[config.mk]
export PLATFORM = sky130hd
export DESIGN_NAME = multicycle_control_unit
export DESIGN_NICKNAME = d
export VERILOG_FILES = /design/src/rtl/control_pkg.sv /design/src/rtl/alu_control.sv /design/src/rtl/multicycle_control_unit.sv
export SDC_FILE = /design/constraint.sdc
export NUM_CORES = 1
export LEC_CHECK = 0
export CORE_ASPECT_RATIO = 1.4
export CORE_UTILIZATION = 31
export DETAILED_ROUTE_END_ITERATION = 7
export PLACE_DENSITY = 0.83
export SETUP_SLACK_MARGIN = 0.3
export SLEW_MARGIN = 20
export SYNTH_ARGS = -nofsm -noshare
export SYNTH_HDL_FRONTEND = slang
export SYNTH_SLANG_ARGS = --single-unit
export TNS_END_PERCENT = 10
[constraint.sdc]
create_clock -name clk -period 1.94 [get_ports clk]
set_clock_uncertainty 0.2 [all_clocks]
set_input_delay 0.388 -clock clk [delete_from_list [all_inputs] [get_ports clk]]
set_output_delay 0.388 -clock clk [all_outputs]
set_load 0.05 [all_outputs]
[src/rtl/control_pkg.sv]
// Shared encodings for the RV64I multicycle sequencer: FSM states, opcodes,
// ALU operation codes and datapath mux selects.
package control_pkg;

  typedef enum logic [2:0] {
    ST_FETCH     = 3'd0,
    ST_DECODE    = 3'd1,
    ST_EXECUTE   = 3'd2,
    ST_MEMORY    = 3'd3,
    ST_WRITEBACK = 3'd4,
    ST_TRAP      = 3'd5
  } state_e;

  localparam logic [6:0] OPC_OP        = 7'b0110011;
  localparam logic [6:0] OPC_OP_IMM    = 7'b0010011;
  localparam logic [6:0] OPC_OP_32     = 7'b0111011;
  localparam logic [6:0] OPC_OP_IMM_32 = 7'b0011011;
  localparam logic [6:0] OPC_LOAD      = 7'b0000011;
  localparam logic [6:0] OPC_STORE     = 7'b0100011;
  localparam logic [6:0] OPC_BRANCH    = 7'b1100011;
  localparam logic [6:0] OPC_JAL       = 7'b1101111;
  localparam logic [6:0] OPC_JALR      = 7'b1100111;
  localparam logic [6:0] OPC_LUI       = 7'b0110111;
  localparam logic [6:0] OPC_AUIPC     = 7'b0010111;

  typedef enum logic [3:0] {
    CLS_OP, CLS_OP_IMM, CLS_OP_32, CLS_OP_IMM_32, CLS_LOAD, CLS_STORE,
    CLS_BRANCH, CLS_JAL, CLS_JALR, CLS_LUI, CLS_AUIPC, CLS_ILLEGAL
  } op_class_e;

  typedef enum logic [3:0] {
    ALU_ADD  = 4'd0,
    ALU_SUB  = 4'd1,
    ALU_SLL  = 4'd2,
    ALU_SLT  = 4'd3,
    ALU_SLTU = 4'd4,
    ALU_XOR  = 4'd5,
    ALU_SRL  = 4'd6,
    ALU_SRA  = 4'd7,
    ALU_OR   = 4'd8,
    ALU_AND  = 4'd9
  } alu_op_e;

  localparam logic [1:0] PC_SRC_PLUS4  = 2'b00;
  localparam logic [1:0] PC_SRC_ALU    = 2'b01;
  localparam logic [1:0] PC_SRC_BRANCH = 2'b10;

  localparam logic [1:0] SRC_A_RS1  = 2'b00;
  localparam logic [1:0] SRC_A_PC   = 2'b01;
  localparam logic [1:0] SRC_A_ZERO = 2'b10;

  localparam logic [1:0] SRC_B_RS2  = 2'b00;
  localparam logic [1:0] SRC_B_IMM  = 2'b01;
  localparam logic [1:0] SRC_B_FOUR = 2'b10;

  localparam logic [1:0] WB_ALU = 2'b00;
  localparam logic [1:0] WB_MEM = 2'b01;
  localparam logic [1:0] WB_PC4 = 2'b10;

  function automatic op_class_e classify(input logic [6:0] opcode);
    case (opcode)
      OPC_OP:        return CLS_OP;
      OPC_OP_IMM:    return CLS_OP_IMM;
      OPC_OP_32:     return CLS_OP_32;
      OPC_OP_IMM_32: return CLS_OP_IMM_32;
      OPC_LOAD:      return CLS_LOAD;
      OPC_STORE:     return CLS_STORE;
      OPC_BRANCH:    return CLS_BRANCH;
      OPC_JAL:       return CLS_JAL;
      OPC_JALR:      return CLS_JALR;
      OPC_LUI:       return CLS_LUI;
      OPC_AUIPC:     return CLS_AUIPC;
      default:       return CLS_ILLEGAL;
    endcase
  endfunction

endpackage

[src/rtl/alu_control.sv]
// Combinational ALU operation decode from opcode class, funct3 and
// instruction bit 30.
module alu_control
  import control_pkg::*;
(
  input  op_class_e  op_class,
  input  logic [2:0] funct3,
  input  logic       bit30,
  output logic [3:0] alu_op,
  output logic       alu_word
);

  logic is_arith;
  logic is_rtype;

  assign is_arith = (op_class == CLS_OP) || (op_class == CLS_OP_IMM) ||
                    (op_class == CLS_OP_32) || (op_class == CLS_OP_IMM_32);
  assign is_rtype = (op_class == CLS_OP) || (op_class == CLS_OP_32);

  always_comb begin
    alu_op   = ALU_ADD;
    alu_word = 1'b0;
    if (is_arith) begin
      alu_word = (op_class == CLS_OP_32) || (op_class == CLS_OP_IMM_32);
      case (funct3)
        // bit30 on an immediate ADDI is just an immediate bit, never SUB
        3'b000:  alu_op = (is_rtype && bit30) ? ALU_SUB : ALU_ADD;
        3'b001:  alu_op = ALU_SLL;
        3'b010:  alu_op = ALU_SLT;
        3'b011:  alu_op = ALU_SLTU;
        3'b100:  alu_op = ALU_XOR;
        3'b101:  alu_op = bit30 ? ALU_SRA : ALU_SRL;
        3'b110:  alu_op = ALU_OR;
        default: alu_op = ALU_AND;
      endcase
    end else if (op_class == CLS_BRANCH) begin
      alu_op = ALU_SUB;
    end
  end

endmodule

[src/rtl/multicycle_control_unit.sv]
// Five-phase RV64I sequencer driving all datapath enables and selects.
// Optional macro CTRL_MEM_WAIT_EN stalls FETCH/MEMORY until mem_ready.
module multicycle_control_unit
  import control_pkg::*;
#(
  parameter int XLEN = 64
) (
  input  logic        clk,
  input  logic        reset,
  input  logic [31:0] instruction,
  input  logic        alu_zero,
  input  logic        alu_lt,
  input  logic        alu_ltu,
  input  logic        mem_ready,
  output logic        pc_write,
  output logic        ir_write,
  output logic        reg_write,
  output logic        imem_read,
  output logic        dmem_read,
  output logic        dmem_write,
  output logic [1:0]  pc_src,
  output logic [1:0]  alu_src_a,
  output logic [1:0]  alu_src_b,
  output logic [3:0]  alu_op,
  output logic        alu_word,
  output logic [1:0]  wb_sel,
  output logic        instr_done,
  output logic        illegal_instr,
  output logic [2:0]  state
);

  state_e     state_q;
  state_e     state_d;
  op_class_e  op_class;
  logic [2:0] funct3;
  logic [3:0] alu_op_c;
  logic       alu_word_c;
  logic       branch_ok;
  logic       branch_taken;
  logic       mem_go;
  logic       unused_bits;

  assign op_class = classify(instruction[6:0]);
  assign funct3   = instruction[14:12];

`ifdef CTRL_MEM_WAIT_EN
  assign mem_go = mem_ready;
`else
  assign mem_go = 1'b1;
`endif

  // Register fields and immediates belong to the datapath, not to us.
  assign unused_bits = ^{instruction[31], instruction[29:15],
                         instruction[11:7], mem_ready, (XLEN > 0)};

  alu_control u_alu_control (
    .op_class (op_class),
    .funct3   (funct3),
    .bit30    (instruction[30]),
    .alu_op   (alu_op_c),
    .alu_word (alu_word_c)
  );

  assign branch_ok = (funct3 != 3'b010) && (funct3 != 3'b011);

  always_comb begin
    case (funct3)
      3'b000:  branch_taken = alu_zero;
      3'b001:  branch_taken = !alu_zero;
      3'b100:  branch_taken = alu_lt;
      3'b101:  branch_taken = !alu_lt;
      3'b110:  branch_taken = alu_ltu;
      3'b111:  branch_taken = !alu_ltu;
      default: branch_taken = 1'b0;
    endcase
  end

  always_ff @(posedge clk) begin
    if (reset) state_q <= ST_FETCH;
    else       state_q <= state_d;
  end

  assign state = reset ? ST_FETCH : state_q;

  always_comb begin
    state_d       = state_q;
    pc_write      = 1'b0;
    ir_write      = 1'b0;
    reg_write     = 1'b0;
    imem_read     = 1'b0;
    dmem_read     = 1'b0;
    dmem_write    = 1'b0;
    pc_src        = PC_SRC_PLUS4;
    alu_src_a     = SRC_A_RS1;
    alu_src_b     = SRC_B_RS2;
    alu_op        = ALU_ADD;
    alu_word      = 1'b0;
    wb_sel        = WB_ALU;
    instr_done    = 1'b0;
    illegal_instr = 1'b0;

    if (reset) begin
      state_d = ST_FETCH;
    end else begin
      case (state_q)
        ST_FETCH: begin
          imem_read = 1'b1;
          if (mem_go) begin
            ir_write = 1'b1;
            pc_write = 1'b1;
            pc_src   = PC_SRC_PLUS4;
            state_d  = ST_DECODE;
          end
        end

        ST_DECODE: begin
          state_d = (op_class == CLS_ILLEGAL) ? ST_TRAP : ST_EXECUTE;
        end

        ST_EXECUTE: begin
          case (op_class)
            CLS_OP, CLS_OP_32: begin
              alu_op   = alu_op_c;
              alu_word = alu_word_c;
              state_d  = ST_WRITEBACK;
            end
            CLS_OP_IMM, CLS_OP_IMM_32: begin
              alu_op    = alu_op_c;
              alu_word  = alu_word_c;
              alu_src_b = SRC_B_IMM;
              state_d   = ST_WRITEBACK;
            end
            CLS_LOAD, CLS_STORE: begin
              alu_op    = alu_op_c;
              alu_src_b = SRC_B_IMM;
              state_d   = ST_MEMORY;
            end
            CLS_BRANCH: begin
              if (branch_ok) begin
                alu_op     = alu_op_c;
                pc_write   = branch_taken;
                pc_src     = branch_taken ? PC_SRC_BRANCH : PC_SRC_PLUS4;
                instr_done = 1'b1;
                state_d    = ST_FETCH;
              end else begin
                state_d = ST_TRAP;
              end
            end
            CLS_JAL: begin
              pc_write = 1'b1;
              pc_src   = PC_SRC_BRANCH;
              state_d  = ST_WRITEBACK;
            end
            CLS_JALR: begin
              alu_op    = alu_op_c;
              alu_src_b = SRC_B_IMM;
              pc_write  = 1'b1;
              pc_src    = PC_SRC_ALU;
              state_d   = ST_WRITEBACK;
            end
            CLS_LUI: begin
              alu_op    = alu_op_c;
              alu_src_a = SRC_A_ZERO;
              alu_src_b = SRC_B_IMM;
              state_d   = ST_WRITEBACK;
            end
            CLS_AUIPC: begin
              alu_op    = alu_op_c;
              alu_src_a = SRC_A_PC;
              alu_src_b = SRC_B_IMM;
              state_d   = ST_WRITEBACK;
            end
            default: state_d = ST_TRAP;
          endcase
        end

        ST_MEMORY: begin
          if (op_class == CLS_LOAD) begin
            dmem_read = 1'b1;
            if (mem_go) state_d = ST_WRITEBACK;
          end else begin
            dmem_write = 1'b1;
            if (mem_go) begin
              instr_done = 1'b1;
              state_d    = ST_FETCH;
            end
          end
        end

        ST_WRITEBACK: begin
          reg_write  = 1'b1;
          instr_done = 1'b1;
          state_d    = ST_FETCH;
          if (op_class == CLS_LOAD)
            wb_sel = WB_MEM;
          else if ((op_class == CLS_JAL) || (op_class == CLS_JALR))
            wb_sel = WB_PC4;
          else
            wb_sel = WB_ALU;
        end

        ST_TRAP: begin
          illegal_instr = 1'b1;
        end

        default: state_d = ST_FETCH;
      endcase
    end
  end

endmodule

==> flow_metrics.env, run 1 <==
export IMPL_hpwlAfterDp_mm=2.568
export IMPL_dpl_cell_area_sq_mm=0.001695
export IMPL_netlist_area_sq_um=678.2
export IMPL_synth_cells=105
export IMPL_holdBufCountCts=0
export IMPL_cts_resized=109
export IMPL_synth_edf_count=0
export IMPL_root_buffer="clkbuf_4"
export IMPL_syn_nets=143
export IMPL_ys_seq_area_frac=0.08856
export IMPL_numPortBuffers=38
export IMPL_place_gp_congestion=0.9610
export IMPL_cts_buffers_inserted=3
export IMPL_postSynth_asyncResetShare=0
export IMPL_pin_count=62
export IMPL_stop_error="[ERROR DPL-0033] detailed placement checks failed during check placement."
export IMPL_synth_ff_type="dfxtp_1"
export IMPL_dieWidth_um=41.53
export IMPL_ys_seq_elements=3
export IMPL_post_cts_buffers=7
export IMPL_h_tree_depth=1
export IMPL_avgSynthCellArea_sq_um=6.459
export IMPL_synth_distinct_cells=42
export IMPL_yosys_warnings=0
export IMPL_cts_buffer_depth=2
export IMPL_lastStage="4_1_cts"
export IMPL_die_h_um=57.34
export IMPL_dpl_worst_slack_ps=-761.3
export IMPL_num_rows=19
export IMPL_status="aborted with a tool error"
export IMPL_clkSinkCount=3
export IMPL_start_util=0.3356
-- cells in the mapped netlist (2+ instances only) --
| master | number | share of area |
|---|---|---|
| a211oi_1 | 2 | 0.022 |
| a21oi_1 | 4 | 0.030 |
| a31oi_1 | 3 | 0.028 |
| buf_4 | 3 | 0.033 |
| dfxtp_1 | 3 | 0.089 |
| inv_1 | 7 | 0.039 |
| mux2i_1 | 2 | 0.030 |
| nand2_1 | 10 | 0.055 |
| nand2b_1 | 3 | 0.028 |
| nand3_1 | 3 | 0.022 |
| nand3b_1 | 2 | 0.022 |
| nand4b_1 | 2 | 0.026 |
| nor2_1 | 19 | 0.11 |
| nor2b_1 | 6 | 0.055 |
| nor3_1 | 3 | 0.022 |
| nor3b_2 | 2 | 0.037 |
| o21ai_0 | 5 | 0.037 |
| o21ai_1 | 2 | 0.015 |
-- metrics by stage --
stage,instances,hold WS (ps),util
floorplan,105,245.3,-
global placement,196,390.7,0.8390
detailed placement,196,425.7,0.8390
-- logic make-up after synthesis --
| logic type | Yosys count | synth area share |
|---|---|---|
| AO/OA/AOI/OAI | 26 | 0.2786 |
| XOR/XNOR | 2 | 0.02583 |
| buffers and inverters | 12 | 0.09409 |
| flip-flops | 3 | 0.08856 |
| multiplexers | 2 | 0.02952 |
| other | 1 | 0.005530 |
| AND/OR/NAND/NOR | 59 | 0.4779 |
==> run 2, diff against run 1 <==
--- a/config.mk
+++ b/config.mk
@@ -5,11 +5,10 @@
 export SDC_FILE = /design/constraint.sdc
 export NUM_CORES = 1
 export LEC_CHECK = 0
-export CORE_ASPECT_RATIO = 1.4
-export CORE_UTILIZATION = 31
+export CORE_AREA = 2 2 63 65
 export DETAILED_ROUTE_END_ITERATION = 7
-export PLACE_DENSITY = 0.83
-export SETUP_SLACK_MARGIN = 0.3
+export DIE_AREA = 0 0 65 67
+export PLACE_DENSITY_LB_ADDON = 0.15
 export SLEW_MARGIN = 20
 export SYNTH_ARGS = -nofsm -noshare
 export SYNTH_HDL_FRONTEND = slang
==> run 2 against run 1 <==
Against the previous run: the flow now finishes, with violations (setup timing); area after synthesis unchanged; synthesized cell count unchanged.
==> flow_metrics.env, run 2 <==
export IMPL_status="complete, but fails checks"
export IMPL_violations="setup timing"
export IMPL_avgSynthCellArea_sq_um=6.459
export IMPL_h_tree_depth=1
export IMPL_cp_num_buf_inv=2
export IMPL_fin_area_sq_mm=0.002077
export IMPL_cp_top_family="simple AND/OR/NAND/NOR gates"
export IMPL_synth_top_cell_area_share=0.1052
export IMPL_hold_viol_final=0
export IMPL_track_usage=0.1515
export IMPL_synthMostInstantiatedCell="nor2_1"
export IMPL_top_register="state_q"
export IMPL_critPathKind="primary input to primary output"
export IMPL_root_buffer="clkbuf_8"
export IMPL_die_h_um=67
export IMPL_netlist_top_cells_count="nor2_1 (19), nand2_1 (10), inv_1 (7)"
export IMPL_mostFrequentLayoutCell="buf_4"
export IMPL_synth_ff_type="dfxtp_1"
export IMPL_grt_overflow=0
export IMPL_p_leak_nw=0.8334
export IMPL_cp_start_kind="primary input"
export IMPL_max_stage_delay_ps=310
export IMPL_synth_distinct_cells=42
export IMPL_min_period_ps=2176
export IMPL_synth_edf_count=0
export IMPL_synthTopCellsByArea="nor2_1 (11%), dfxtp_1 (8.9%), nand2_1 (5.5%)"
export IMPL_start_util=0.1881
export IMPL_drt_pass1_iterations=3
export IMPL_slew_violations=0
export IMPL_clkSinkCount=3
export IMPL_drt_iter0_drc=26
export IMPL_rsz0062_at_grt="yes"
export IMPL_ys_seq_area_frac=0.08856
export IMPL_cts_buffer_depth=2
export IMPL_dieWidth_um=65
export IMPL_post_drt_via_cell_ratio=4.513
export IMPL_num_rows=22
export IMPL_pin_count=62
export IMPL_grt_pass1_vias=1158
export IMPL_cts_buffers_inserted=3
export IMPL_drc=0
export IMPL_num_nets_final=231
export IMPL_syn2layout_area_growth_pct=206.3
export IMPL_vias=1083
export IMPL_critPathLaunch="instruction[4]"
export IMPL_postSynth_asyncResetShare=0
export IMPL_r2r_start="state_q[2]"
export IMPL_yosys_warnings=0
export IMPL_antenna_found_initial=0
export IMPL_dpl_cell_area_sq_mm=0.001759
export IMPL_coreArea_sq_mm=0.003606
export IMPL_crit_path_end_kind="primary output"
export IMPL_ant_nets=0
export IMPL_reg_top3="state_q (3)"
export IMPL_cap_violations=0
export IMPL_required_ps=1350
export IMPL_largest_reg_flops=3
export IMPL_synth_cells=105
export IMPL_hpwlAfterDp_mm=2.398
export IMPL_path_max_fanout=5
export IMPL_whs_ps=380.1
export IMPL_hp_start="reset"
export IMPL_drive_above_1_share=0.7604
export IMPL_wirelength_mm=3.119
export IMPL_max_freq_mhz=459.5
export IMPL_crit_chain="buf_8, nor2_4, nand3b_1, nor3_4, nand2_2, a311oi_4, buf_12"
export IMPL_timing_final_crit_share=1.122
export IMPL_die_area_sq_mm=0.004355
export IMPL_place_gp_congestion=0.8445
export IMPL_wl_per_cell_um=13.00
export IMPL_path_clk_slew_ps=30
export IMPL_syn_nets=143
export IMPL_peakVddDrop_mv=0.1299
export IMPL_holdBufCountCts=0
export IMPL_ys_seq_elements=3
export IMPL_clock_latency_ps=220
export IMPL_min_path_type="primary input to flip-flop"
export IMPL_layout_common_cells="buf_4 (44), buf_12 (23), nor2_4 (11), buf_6 (11), nor2_2 (5)"
export IMPL_yosysTopAreaCell="nor2_1"
export IMPL_grt_pass1_wl_mm=5.092
export IMPL_power_density_mw_per_mm2=295.9
export IMPL_cts_tree="done"
export IMPL_slowest_stage="a311oi_4"
export IMPL_netlist_area_sq_um=678.2
export IMPL_diodes=0
export IMPL_crit_arrival_ps=1590
export IMPL_numPortBuffers=38
export IMPL_setup_viol=18
export IMPL_grt_max_degree=10
export IMPL_fin_ws_ps=-236.5
==> run 2: timing repair <==
action,4_1_cts,5_1_grt
resized for setup,100,16
hold endpoints to repair,0,0
endpoints found under the setup margin,26,20
buffers inserted,7,3
pin swaps,29,12
==> run 2: final timing paths <==
| check | to | slack (ps) | cells past startpoint |
|---|---|---|---|
| hold reg to reg | state_q[1] | 440 | 2 |
| setup / recovery | pc_write | -240 | 7 |
| setup reg to reg | state_q[2] | 430 | 7 |
| hold / removal | state_q[1] | 380 | 4 |
==> run 2: per-layer routing <==
metal  vias to the layer above  track usage  share of wire
met5                         -            0              0
met2                        26       0.2899           0.54
li1                        544            -              -
met1                       505       0.1638           0.40
met3                         8      0.02196          0.033
met4                         0      0.06649          0.025
==> run 2: cell type report <==
class	count	area [sq um]
Clock buffer	4	45.04
Tap cell	48	60.06
Sequential cell	3	63.81
Multi-Input combinational cell	90	870.8
Timing Repair Buffer	88	1007
Inverter	7	30.03
Fill cell	341	1529
==> run 2: power breakdown <==
part	leakage [nW]	switching, mW	internal [mW]
Sequential	0.0257	0.00635	0.0677
Clock	0.0228	0.0441	0.140
Combinational	0.785	0.181	0.175
Total	0.833	0.231	0.383
==> run 2: metrics by stage <==
step / setup TNS (ps) / total power [mW] / cells / worst slack [ps] / utilization
floorplan: -3447 / 0.2198 / 105 / -294.2 / -
global placement: -11690 / 0.3743 / 227 / -717.4 / 0.4879
detailed placement: -11890 / 0.3781 / 227 / -713.2 / 0.4879
CTS: -2501 / 0.6026 / 237 / -247.5 / 0.5656
global route: -3149 / 0.6416 / 240 / -310.9 / 0.5760
finish: -2109 / 0.6146 / 240 / -236.5 / 0.5760
==> run 2: worst reg2reg max path: stages (launching register included) <==
cell and delay (ps):
dfxtp_2 370, nor2_4 40, buf_6 120, buf_4 130, inv_1 200, nor3_1 100, o21ai_1 130, a31oi_1 80
==> run 2: cells by family after synthesis <==
family                    synth area share
muxes                              0.02952
buffers and inverters              0.09409
and+or+nand+nor                     0.4779
AOI/OAI and AO/OA                   0.2786
xor gates and xnor gates           0.02583
other                             0.005530
DFF                                0.08856
No activity file was read; power rests on OpenSTA's default activity.
==> run 3, diff against run 2 <==
--- a/config.mk
+++ b/config.mk
@@ -5,6 +5,7 @@
 export SDC_FILE = /design/constraint.sdc
 export NUM_CORES = 1
 export LEC_CHECK = 0
+export ABC_AREA = 1
 export CORE_AREA = 2 2 63 65
 export DETAILED_ROUTE_END_ITERATION = 7
 export DIE_AREA = 0 0 65 67
==> constraint.sdc (replaced) <==
create_clock -name clk -period 2.4 [get_ports clk]
set_clock_uncertainty 0.2 [all_clocks]
set_input_delay 0.24 -clock clk [delete_from_list [all_inputs] [get_ports clk]]
set_output_delay 0.24 -clock clk [all_outputs]
set_load 0.05 [all_outputs]
==> run 3 against run 2 <==
Against the previous run: the run now ends clean; setup slack better by 340 ps; non-clock buffer count shrank 26; clock power down 21%; largest power group unchanged; highest routed layer is now met3; critical path depth is 1 higher; clock-buffer cell count stayed put; global-route usage fell by 1.4 points.
==> flow_metrics.env, run 3 <==
export IMPL_status="finished, final reports clean"
export IMPL_wirelength_mm=2.761
export IMPL_die_h_um=67
export IMPL_num_nets_final=267
export IMPL_syn_nets=204
export IMPL_hpwlAfterDp_mm=2.368
export IMPL_ant_nets=0
export IMPL_track_usage=0.1380
export IMPL_top_register="state_q"
export IMPL_netSwitchingFraction=0.4636
export IMPL_synth_top_cell_area_share=0.2000
export IMPL_mostFrequentLayoutCell="nand2_1"
export IMPL_p_seq_frac=0.113
export IMPL_coreArea_sq_mm=0.003606
export IMPL_r2r_slack_ps=1060
export IMPL_crit_path_end_kind="primary output"
export IMPL_clkSinkCount=3
export IMPL_max_freq_mhz=434.6
export IMPL_cp_start_kind="primary input"
export IMPL_ys_seq_area_frac=0.07273
export IMPL_drc=0
export IMPL_slew_violations=0
export IMPL_start_util=0.2290
export IMPL_hold_viol_final=0
export IMPL_drt_iter0_drc=37
export IMPL_synthMostInstantiatedCell="nand2_1"
export IMPL_p_comb_frac=0.688
export IMPL_power_frac_clock=0.199
export IMPL_num_rows=22
export IMPL_netlist_top_cells_count="nand2_1 (44), nor2_1 (30), inv_1 (24)"
export IMPL_p_switching_mw=0.3414
export IMPL_reg_top3="state_q (3)"
export IMPL_syn2layout_area_growth_pct=112.3
export IMPL_post_cts_buffers=0
export IMPL_path_max_fanout=5
export IMPL_grt_max_degree=10
export IMPL_fillCellCount=377
export IMPL_crit_chain="clkdlybuf4s50_1, nand2_2, nor3_1, o21ai_0, nand2_1, nand2_1, a41oi_2, buf_12"
export IMPL_critPathKind="primary input to primary output"
export IMPL_fin_area_sq_mm=0.001753
export IMPL_cap_violations=0
export IMPL_setup_tns_ps=0
export IMPL_drt_pass1_iterations=4
export IMPL_setup_viol=0
export IMPL_cts_tree="done"
export IMPL_post_drt_via_cell_ratio=4.268
export IMPL_internal_power_mw=0.3950
export IMPL_vias=1178
export IMPL_drive_above_1_share=0.3860
export IMPL_crit_path_frequent_cell="nand2_1"
export IMPL_postSynth_asyncResetShare=0
export IMPL_yosysTopAreaCell="nand2_1"
export IMPL_max_stage_delay_ps=470
export IMPL_dieWidth_um=65
export IMPL_root_buffer="clkbuf_8"
export IMPL_h_tree_depth=1
export IMPL_synth_cells=166
export IMPL_multi_input_area_sq_um=706.9
export IMPL_avgSynthCellArea_sq_um=4.975
export IMPL_ys_seq_elements=3
export IMPL_timing_final_crit_share=0.9588
export IMPL_path_clk_slew_ps=30
export IMPL_cts_buffers_inserted=3
export IMPL_peakVddDrop_mv=0.2518
export IMPL_synth_ff_type="dfxtp_1"
export IMPL_cts_buffer_depth=2
export IMPL_grt_pass1_vias=1101
export IMPL_min_path_type="flip-flop to flip-flop"
export IMPL_diodes=0
export IMPL_p_leak_nw=0.8436
export IMPL_seqCellArea_sq_um=60.06
export IMPL_numPortBuffers=38
export IMPL_yosys_warnings=0
export IMPL_synth_distinct_cells=27
export IMPL_crit_arrival_ps=1860
export IMPL_grt_pass1_wl_mm=4.830
export IMPL_grt_overflow=0
export IMPL_rsz0062_at_grt="yes"
export IMPL_synthTopCellsByArea="nand2_1 (20%), nor2_1 (14%), inv_1 (11%)"
export IMPL_synth_edf_count=0
export IMPL_slowest_stage="clkdlybuf4s50_1"
export IMPL_netlist_area_sq_um=825.8
export IMPL_pin_count=62
export IMPL_largest_reg_flops=3
export IMPL_place_gp_congestion=0.8372
export IMPL_power_density_mw_per_mm2=420.1
export IMPL_wl_per_cell_um=10.00
export IMPL_layout_common_cells="nand2_1 (43), nor2_1 (26), buf_4 (26), inv_1 (23), buf_12 (21)"
export IMPL_die_area_sq_mm=0.004355
export IMPL_min_period_ps=2301
export IMPL_dpl_cell_area_sq_mm=0.001669
export IMPL_antenna_found_initial=0
export IMPL_clock_latency_ps=210
export IMPL_required_ps=1960
## run 3: changes by cell type after synthesis, moves of 6 or more
cell     previous run  this run
nand2_1            10        44
inv_1               7        24
nor2_1             19        30
nor2b_1             6         0
## run 3: metal layers
metal | global-route usage | up-vias | wire length, um
li1 | - | 645 | -
met1 | 0.2048 | 502 | 1349
met2 | 0.2165 | 31 | 1311
met3 | 0.02703 | 0 | 100
met4 | 0 | 0 | 0
met5 | 0 | - | 0
## run 3: per-stage QoR
step                power [mW]  instances  setup slack [ps]  utilization  hold WS (ps)
CTS                     0.7444        276            -11.24       0.4768         387.1
floorplan               0.3683        166            -146.6            -         329.9
detailed placement      0.5917        272            -46.15       0.4629         377.3
global placement        0.5902        272            -83.58       0.4629         375.6
finish                  0.7364        276             98.84       0.4861         385.3
global route            0.7979        276            -24.27       0.4861         459.4
## run 3: what timing repair did
item | in CTS | in global routing
pin swaps | 0 | 2
hold buffers | 0 | 0
endpoints found under the setup margin | 5 | 7
resized for setup | 1 | 12
## run 3: cells by family after synthesis
logic type | Yosys count | share of synthesized area
buffers and inverters | 32 | 0.1560
other | 1 | 0.004541
AND/OR/NAND/NOR | 106 | 0.5940
AO/OA/AOI/OAI | 24 | 0.1727
flip-flops | 3 | 0.07273
## run 3: worst max-delay path, delay by kind of cell
kind | cells | cell delay, ps
AO/OA/AOI/OAI | 2 | 380
AND/OR/NAND/NOR | 4 | 600
buffers and inverters | 2 | 640
## run 3: cell type report
| cell class | instances | area share |
|---|---|---|
| clock buffer | 4 | 0.02570 |
| tap | 48 | 0.03426 |
| timing repair buffer | 62 | 0.4425 |
| multi-input combinational | 131 | 0.4033 |
| sequential | 3 | 0.03426 |
| inverter | 28 | 0.05996 |
## run 3: path summary, 6_finish.rpt
check | from | end | cells after the start
worst min-delay path | state_q[2] | state_q[2] | 3
worst min register to register | state_q[2] | state_q[2] | 3
worst max register to register | state_q[1] | state_q[2] | 9
worst max-delay path | instruction[1] | alu_word | 8
## run 3: power by group through the flow
stage	Combinational, mW	Clock (mW)	Sequential, mW
after floorplan	0.288	0	0.0806
after global placement	0.506	0	0.0841
after detailed placement	0.507	0	0.0843
after CTS	0.509	0.152	0.0836
after global routing	0.550	0.162	0.0860
final	0.506	0.147	0.0835
